[config.mk]
export PLATFORM = sky130hd
export DESIGN_NAME = sram_bloom_client
export DESIGN_NICKNAME = d
export VERILOG_FILES = /design/src/rtl/sram_bloom_pkg.sv /design/src/rtl/sram_bloom_client_sat.sv /design/src/rtl/sram_bloom_client.sv
export SDC_FILE = /design/constraint.sdc
export NUM_CORES = 1
export LEC_CHECK = 0
export ABC_AREA = 1
export BUFFER_PORTS_ARGS = -buffer_cell sky130_fd_sc_hd__buf_2
export CORE_MARGIN = 2
export CORE_UTILIZATION = 30
export DETAILED_ROUTE_END_ITERATION = 6
export HOLD_SLACK_MARGIN = 0.1
export PLACE_DENSITY_LB_ADDON = 0.1
export REMOVE_ABC_BUFFERS = 1
export SETUP_SLACK_MARGIN = 0.2
export SYNTH_ARGS = -nofsm -noshare
export SYNTH_HDL_FRONTEND = slang
export SYNTH_HIERARCHICAL = 1
export SYNTH_SLANG_ARGS = --single-unit
[constraint.sdc]
create_clock -name clk -period 2 [get_ports clk]
set_clock_uncertainty 0.15 [all_clocks]
set_input_delay 0.4 -clock clk [delete_from_list [all_inputs] [get_ports clk]]
set_output_delay 0.4 -clock clk [all_outputs]
set_load 0.01 [all_outputs]
[src/rtl/sram_bloom_pkg.sv]
// Shared definitions for the Bloom-filter SRAM client: command opcodes,
// FSM states and default SRAM geometry.
package sram_bloom_pkg;

  localparam int unsigned SRAM_ADDR_WIDTH_DEF = 19;
  localparam int unsigned SRAM_DATA_WIDTH_DEF = 36;

  typedef enum logic [1:0] {
    OP_TEST  = 2'd0,
    OP_SET   = 2'd1,
    OP_CLEAR = 2'd2,
    OP_RSVD  = 2'd3
  } op_e;

  typedef enum logic [2:0] {
    ST_IDLE,
    ST_RD_REQ,
    ST_RD_WAIT,
    ST_WR_REQ,
    ST_DONE
  } state_e;

  // The reserved opcode behaves as a TEST.
  function automatic op_e decode_op(logic [1:0] raw);
    case (raw)
      2'd1:    return OP_SET;
      2'd2:    return OP_CLEAR;
      default: return OP_TEST;
    endcase
  endfunction

endpackage

[src/rtl/sram_bloom_client_sat.sv]
// 32-bit event counter that sticks at all-ones instead of wrapping.
module sat_counter32 (
  input  logic        clk_i,
  input  logic        rst_ni,
  input  logic        inc_i,
  output logic [31:0] count_o
);

  logic [31:0] cnt_q, cnt_d;

  always_comb begin
    cnt_d = cnt_q;
    if (inc_i && (cnt_q != '1)) cnt_d = cnt_q + 32'd1;
  end

  always_ff @(posedge clk_i or negedge rst_ni) begin
    if (!rst_ni) cnt_q <= '0;
    else         cnt_q <= cnt_d;
  end

  assign count_o = cnt_q;

endmodule

[src/rtl/sram_bloom_client.sv]
// Requester engine for one arbiter rd/wr port pair: performs Bloom-filter
// TEST / SET (read-modify-write) / CLEAR on one SRAM bucket word at a time.
module sram_bloom_client
  import sram_bloom_pkg::*;
#(
  parameter int unsigned SRAM_ADDR_WIDTH = SRAM_ADDR_WIDTH_DEF,
  parameter int unsigned SRAM_DATA_WIDTH = SRAM_DATA_WIDTH_DEF,
  parameter int unsigned RD_TIMEOUT      = 15
) (
  input  logic                       clk,
  input  logic                       reset_n,
  input  logic                       enable,
  input  logic                       cmd_valid,
  output logic                       cmd_ready,
  input  logic [1:0]                 cmd_op,
  input  logic [SRAM_ADDR_WIDTH-1:0] cmd_addr,
  input  logic [SRAM_DATA_WIDTH-1:0] cmd_mask,
  output logic                       result_vld,
  output logic                       result_hit,
  output logic                       result_err,
  output logic                       rd_req,
  output logic [SRAM_ADDR_WIDTH-1:0] rd_addr,
  input  logic                       rd_ack,
  input  logic                       rd_vld,
  input  logic [SRAM_DATA_WIDTH-1:0] rd_data,
  output logic                       wr_req,
  output logic [SRAM_ADDR_WIDTH-1:0] wr_addr,
  output logic [SRAM_DATA_WIDTH-1:0] wr_data,
  input  logic                       wr_ack,
  output logic [31:0]                set_count,
  output logic [31:0]                hit_count
);

  localparam int unsigned TW = (RD_TIMEOUT < 2) ? 1 : $clog2(RD_TIMEOUT + 1);
  localparam logic [TW-1:0] TMO_LAST = TW'(RD_TIMEOUT);

  state_e                     state_q;
  op_e                        op_q;
  logic [SRAM_ADDR_WIDTH-1:0] addr_q;
  logic [SRAM_DATA_WIDTH-1:0] mask_q;
  logic [SRAM_DATA_WIDTH-1:0] wr_data_q;
  logic [TW-1:0]              tmo_q;
  logic                       hit_q;
  logic                       result_vld_q, result_hit_q, result_err_q;
  logic                       rd_hit;
  logic                       set_inc, hit_inc;

  assign rd_hit = (rd_data & mask_q) == mask_q;

  always_ff @(posedge clk or negedge reset_n) begin
    if (!reset_n) begin
      state_q      <= ST_IDLE;
      op_q         <= OP_TEST;
      addr_q       <= '0;
      mask_q       <= '0;
      wr_data_q    <= '0;
      tmo_q        <= '0;
      hit_q        <= 1'b0;
      result_vld_q <= 1'b0;
      result_hit_q <= 1'b0;
      result_err_q <= 1'b0;
    end else begin
      result_vld_q <= 1'b0;
      case (state_q)
        ST_IDLE: begin
          if (cmd_valid && cmd_ready) begin
            op_q   <= decode_op(cmd_op);
            addr_q <= cmd_addr;
            mask_q <= cmd_mask;
            hit_q  <= 1'b0;
            if (decode_op(cmd_op) == OP_CLEAR) begin
              wr_data_q <= '0;
              state_q   <= ST_WR_REQ;
            end else begin
              state_q <= ST_RD_REQ;
            end
          end
        end
        ST_RD_REQ: begin
          if (rd_ack) begin
            tmo_q   <= '0;
            state_q <= ST_RD_WAIT;
          end
        end
        ST_RD_WAIT: begin
          // Result regs are loaded on the transition into DONE so that
          // result_vld and the matching hit/err appear in the same cycle.
          if (rd_vld) begin
            hit_q <= rd_hit;
            if (op_q == OP_SET) begin
              wr_data_q <= rd_data | mask_q;
              state_q   <= ST_WR_REQ;
            end else begin
              result_vld_q <= 1'b1;
              result_hit_q <= rd_hit;
              result_err_q <= 1'b0;
              state_q      <= ST_DONE;
            end
          end else if (tmo_q == TMO_LAST) begin
            result_vld_q <= 1'b1;
            result_hit_q <= 1'b0;
            result_err_q <= 1'b1;
            state_q      <= ST_DONE;
          end else begin
            tmo_q <= tmo_q + TW'(1);
          end
        end
        ST_WR_REQ: begin
          if (wr_ack) begin
            result_vld_q <= 1'b1;
            result_hit_q <= hit_q;
            result_err_q <= 1'b0;
            state_q      <= ST_DONE;
          end
        end
        ST_DONE: state_q <= ST_IDLE;
        default: state_q <= ST_IDLE;
      endcase
    end
  end

  assign cmd_ready  = reset_n && enable && (state_q == ST_IDLE);
  assign rd_req     = (state_q == ST_RD_REQ) && !rd_ack;
  assign wr_req     = (state_q == ST_WR_REQ) && !wr_ack;
  assign rd_addr    = addr_q;
  assign wr_addr    = addr_q;
  assign wr_data    = wr_data_q;
  assign result_vld = result_vld_q;
  assign result_hit = result_hit_q;
  assign result_err = result_err_q;

  assign set_inc = result_vld_q && (op_q == OP_SET) && !result_err_q;
  assign hit_inc = result_vld_q && result_hit_q;

  sat_counter32 u_set_cnt (
    .clk_i   (clk),
    .rst_ni  (reset_n),
    .inc_i   (set_inc),
    .count_o (set_count)
  );

  sat_counter32 u_hit_cnt (
    .clk_i   (clk),
    .rst_ni  (reset_n),
    .inc_i   (hit_inc),
    .count_o (hit_count)
  );

endmodule

==> impl_metrics.toml <==
[setup_path]
reg2reg_to = "tmo_q[2]"
critPathMaxFanout = 3
critPathKind = "reg -> out"
critPathLaunch = "state_q[2]"
worstRegToRegCells = 8
cp_num_buf_inv = 1
crit_path_end = "cmd_ready"
crit_family = "flip-flops"
worstPathCellList = "nor2_4 -> nand2_4 -> nor2_4 -> buf_6"
slowest_delay_ps = 420
cpMostUsedCell = "nor2_4"
worstSetupEndpointType = "output pin"
r2r_start = "state_q[2]"
regToRegSetupSlack_ps = 180
cp.required_ps = 1450
cp.arrival_ps = 1370
slowest_stage = "dfrtp_1"
startpoint_type = "register"
path_depth = 4

[floorplanning]
die_h_microns = 181
io_pins = 244
coreArea_sq_um = 30700
die_x_microns = 181
num_rows = 64
die_area_sq_um = 32700
start_util = 0.306

[cells_and_area]
nFillCells = 3213
final_cell_mix = "nand2_1, buf_2, dfrtp_1"
post_route_cells_drive_above_1_share = 0.298
nets = 1765
final_common_cell = "nand2_1"
area_growth_pct = 39.7
register_area_sq_um = 4240
fin_cells = 2069
utilization = 0.428
multiInputGateArea_sq_um = 4490

[yosys]
synth-seq-cells = 168
synth_area_per_cell_sq_um = 7.23
synth_warnings = 6
postSynthCellCount = 1299
netlist_area_sq_um = 9390
ys_types = 36
seq_area_frac_synth = 0.448

[clocking]
clk_path_buf_depth = 2
root_buffer = "clkbuf_16"
clk_latency_ps = 450
tritoncts = "built"
clk_pin_slew_ps = 60
cts_made_buffers = 17
cts_sinks = 168
htree_levels = 4

[drt]
drtAntennaViolNets = 0
wl_mm = 30.3
post_drt_wl_per_cell_microns = 14.7
vias = 9291
drt_iter0_markers = 379
route.detailed.drc = 0
via_per_inst = 4.49
first_pass_iters = 5

[timing]
worst_pin_slew_ps = 823
relSlewSlack = 0.452
finalSetupViolations = 0
min_period_ps = 1920
fmax_mhz = 521
maxSlewViolCount = 0
grt_setup_unrepaired = "yes"
period_share = 0.960
hold_viol = 0

[min_path]
min_from = "cmd_op[1]"
hp-class = "in -> reg"

[placed_design]
hpwl_mm = 20.9
dp.cells = 1939
place_congestion = 0.838
io_buffers = 243

[global_route]
grt_overflow = 0
gr-usage-all-layers = 0.181
grt_max_degree = 111
antenna_found_initial = 8
first_global_vias = 9127
grt_pass1_wl_mm = 47.3

[status]
outcome = "complete, no violations"

[power_and_ir_drop]
ir_drop_v = 0.000655
p_leak_nw = 6.67
pwr_density_cell_nw_per_um2 = 1080

[job]
cap_violations = 0
## cell families (layout without fill, tap and decap cells)
logic type               count (synthesis)  count (layout)  synth area share
XOR/XNOR                                17              17            0.0159
AND/OR/NAND/NOR                        791             792             0.358
flip-flops                             168             168             0.448
buffers and inverters                  190             561            0.0971
other                                    0               2                 0
adder cells (fa/ha/maj)                  3               3           0.00400
AO/OA/AOI/OAI                          130             130            0.0775
## worst min path at each step
| stage | cells past startpoint | endpoint | slack, ps |
|---|---|---|---|
| after floorplan | 0 | hit_q | -50 |
| after global placement | 2 | wr_data[26] | 310 |
| after detailed placement | 2 | op_q[1] | 320 |
| after CTS | 4 | op_q[0] | 120 |
| after global routing | 4 | op_q[1] | 160 |
| final | 4 | op_q[0] | 120 |
## state kept, by name (all words and copies together) (netlist names)
name / count
tmo_q: 4
result_hit: 1
op_q: 2
rd_addr: 19
hit_q: 1
u_set_cnt/count_o: 32
mask_q: 36
state_q: 3
wr_data: 36
result_vld: 1
u_hit_cnt/count_o: 32
result_err: 1
## per-stage QoR
| stage | power, mW | cell area (sq um) | setup slack, ps | TNS (ps) | hold WS [ps] |
|---|---|---|---|---|---|
| after floorplan | 7.44 | 8990 | -194 | -15560 | -45.6 |
| after global placement | 9.44 | 11200 | 61.9 | 0 | 310 |
| after detailed placement | 9.47 | 11200 | 24.1 | 0 | 316 |
| after CTS | 13.8 | 12600 | 34.6 | 0 | 116 |
| after global routing | 15.2 | 13100 | 10.1 | 0 | 158 |
| final | 14.2 | 13100 | 80.5 | 0 | 117 |
## worst min-delay path: cells and delay by family
kind	cells	cell delay [ps]
and+or+nand+nor	1	80
AOI/OAI and AO/OA	1	70
buffers and inverters	2	110
## cell usage after synthesis (all sizes together)
master	n	share of area
o21bai	2	0.0016
clkbuf	8	0.0033
xor2	3	0.0028
inv	135	0.054
o211ai	1	0.00080
nand3b	17	0.014
a21boi	1	0.00080
o22ai	2	0.0028
nand4	20	0.013
a22oi	1	0.00080
nor2	163	0.076
nand2	530	0.22
xnor2	14	0.013
ha	3	0.0040
nor3	2	0.0011
o221ai	1	0.00093
a21oi	31	0.017
o21ai	91	0.052
dfrtp	168	0.45
nand3	59	0.033
buf	47	0.040
## layout make-up
cell class / count / area share
Antenna cell: 2 / 0.000381
Clock buffer: 18 / 0.0335
Clock inverter: 10 / 0.0154
Inverter: 135 / 0.0390
Multi-Input combinational cell: 942 / 0.342
Sequential cell: 168 / 0.323
Tap cell: 396 / 0.0378
Timing Repair Buffer: 398 / 0.209
## report_power, final
part	leakage, nW	internal, mW	switching [mW]
sequential	2.18	4.36	0.611
clock	0.313	2.34	1.45
combinational	4.18	2.26	3.19
total	6.67	8.96	5.25
## repair_timing
| action | CTS | global route |
|---|---|---|
| hold endpoints to repair | 225 | 0 |
| hold buffers | 58 | 0 |
| setup buffers | 12 | 26 |
| pin swaps | 8 | 15 |
| endpoints found under the setup margin | 93 | 109 |
| cloned | 1 | 3 |
| resized for setup | 31 | 88 |
## metal layers
metal / routed length [microns] / track usage / up-vias
li1: - / - / 4741
met1: 13800 / 0.230 / 4301
met2: 14100 / 0.295 / 210
met3: 2110 / 0.0635 / 29
met4: 318 / 0.0413 / 10
met5: 43 / 0 / -
Power figures use the tool's default switching activity.
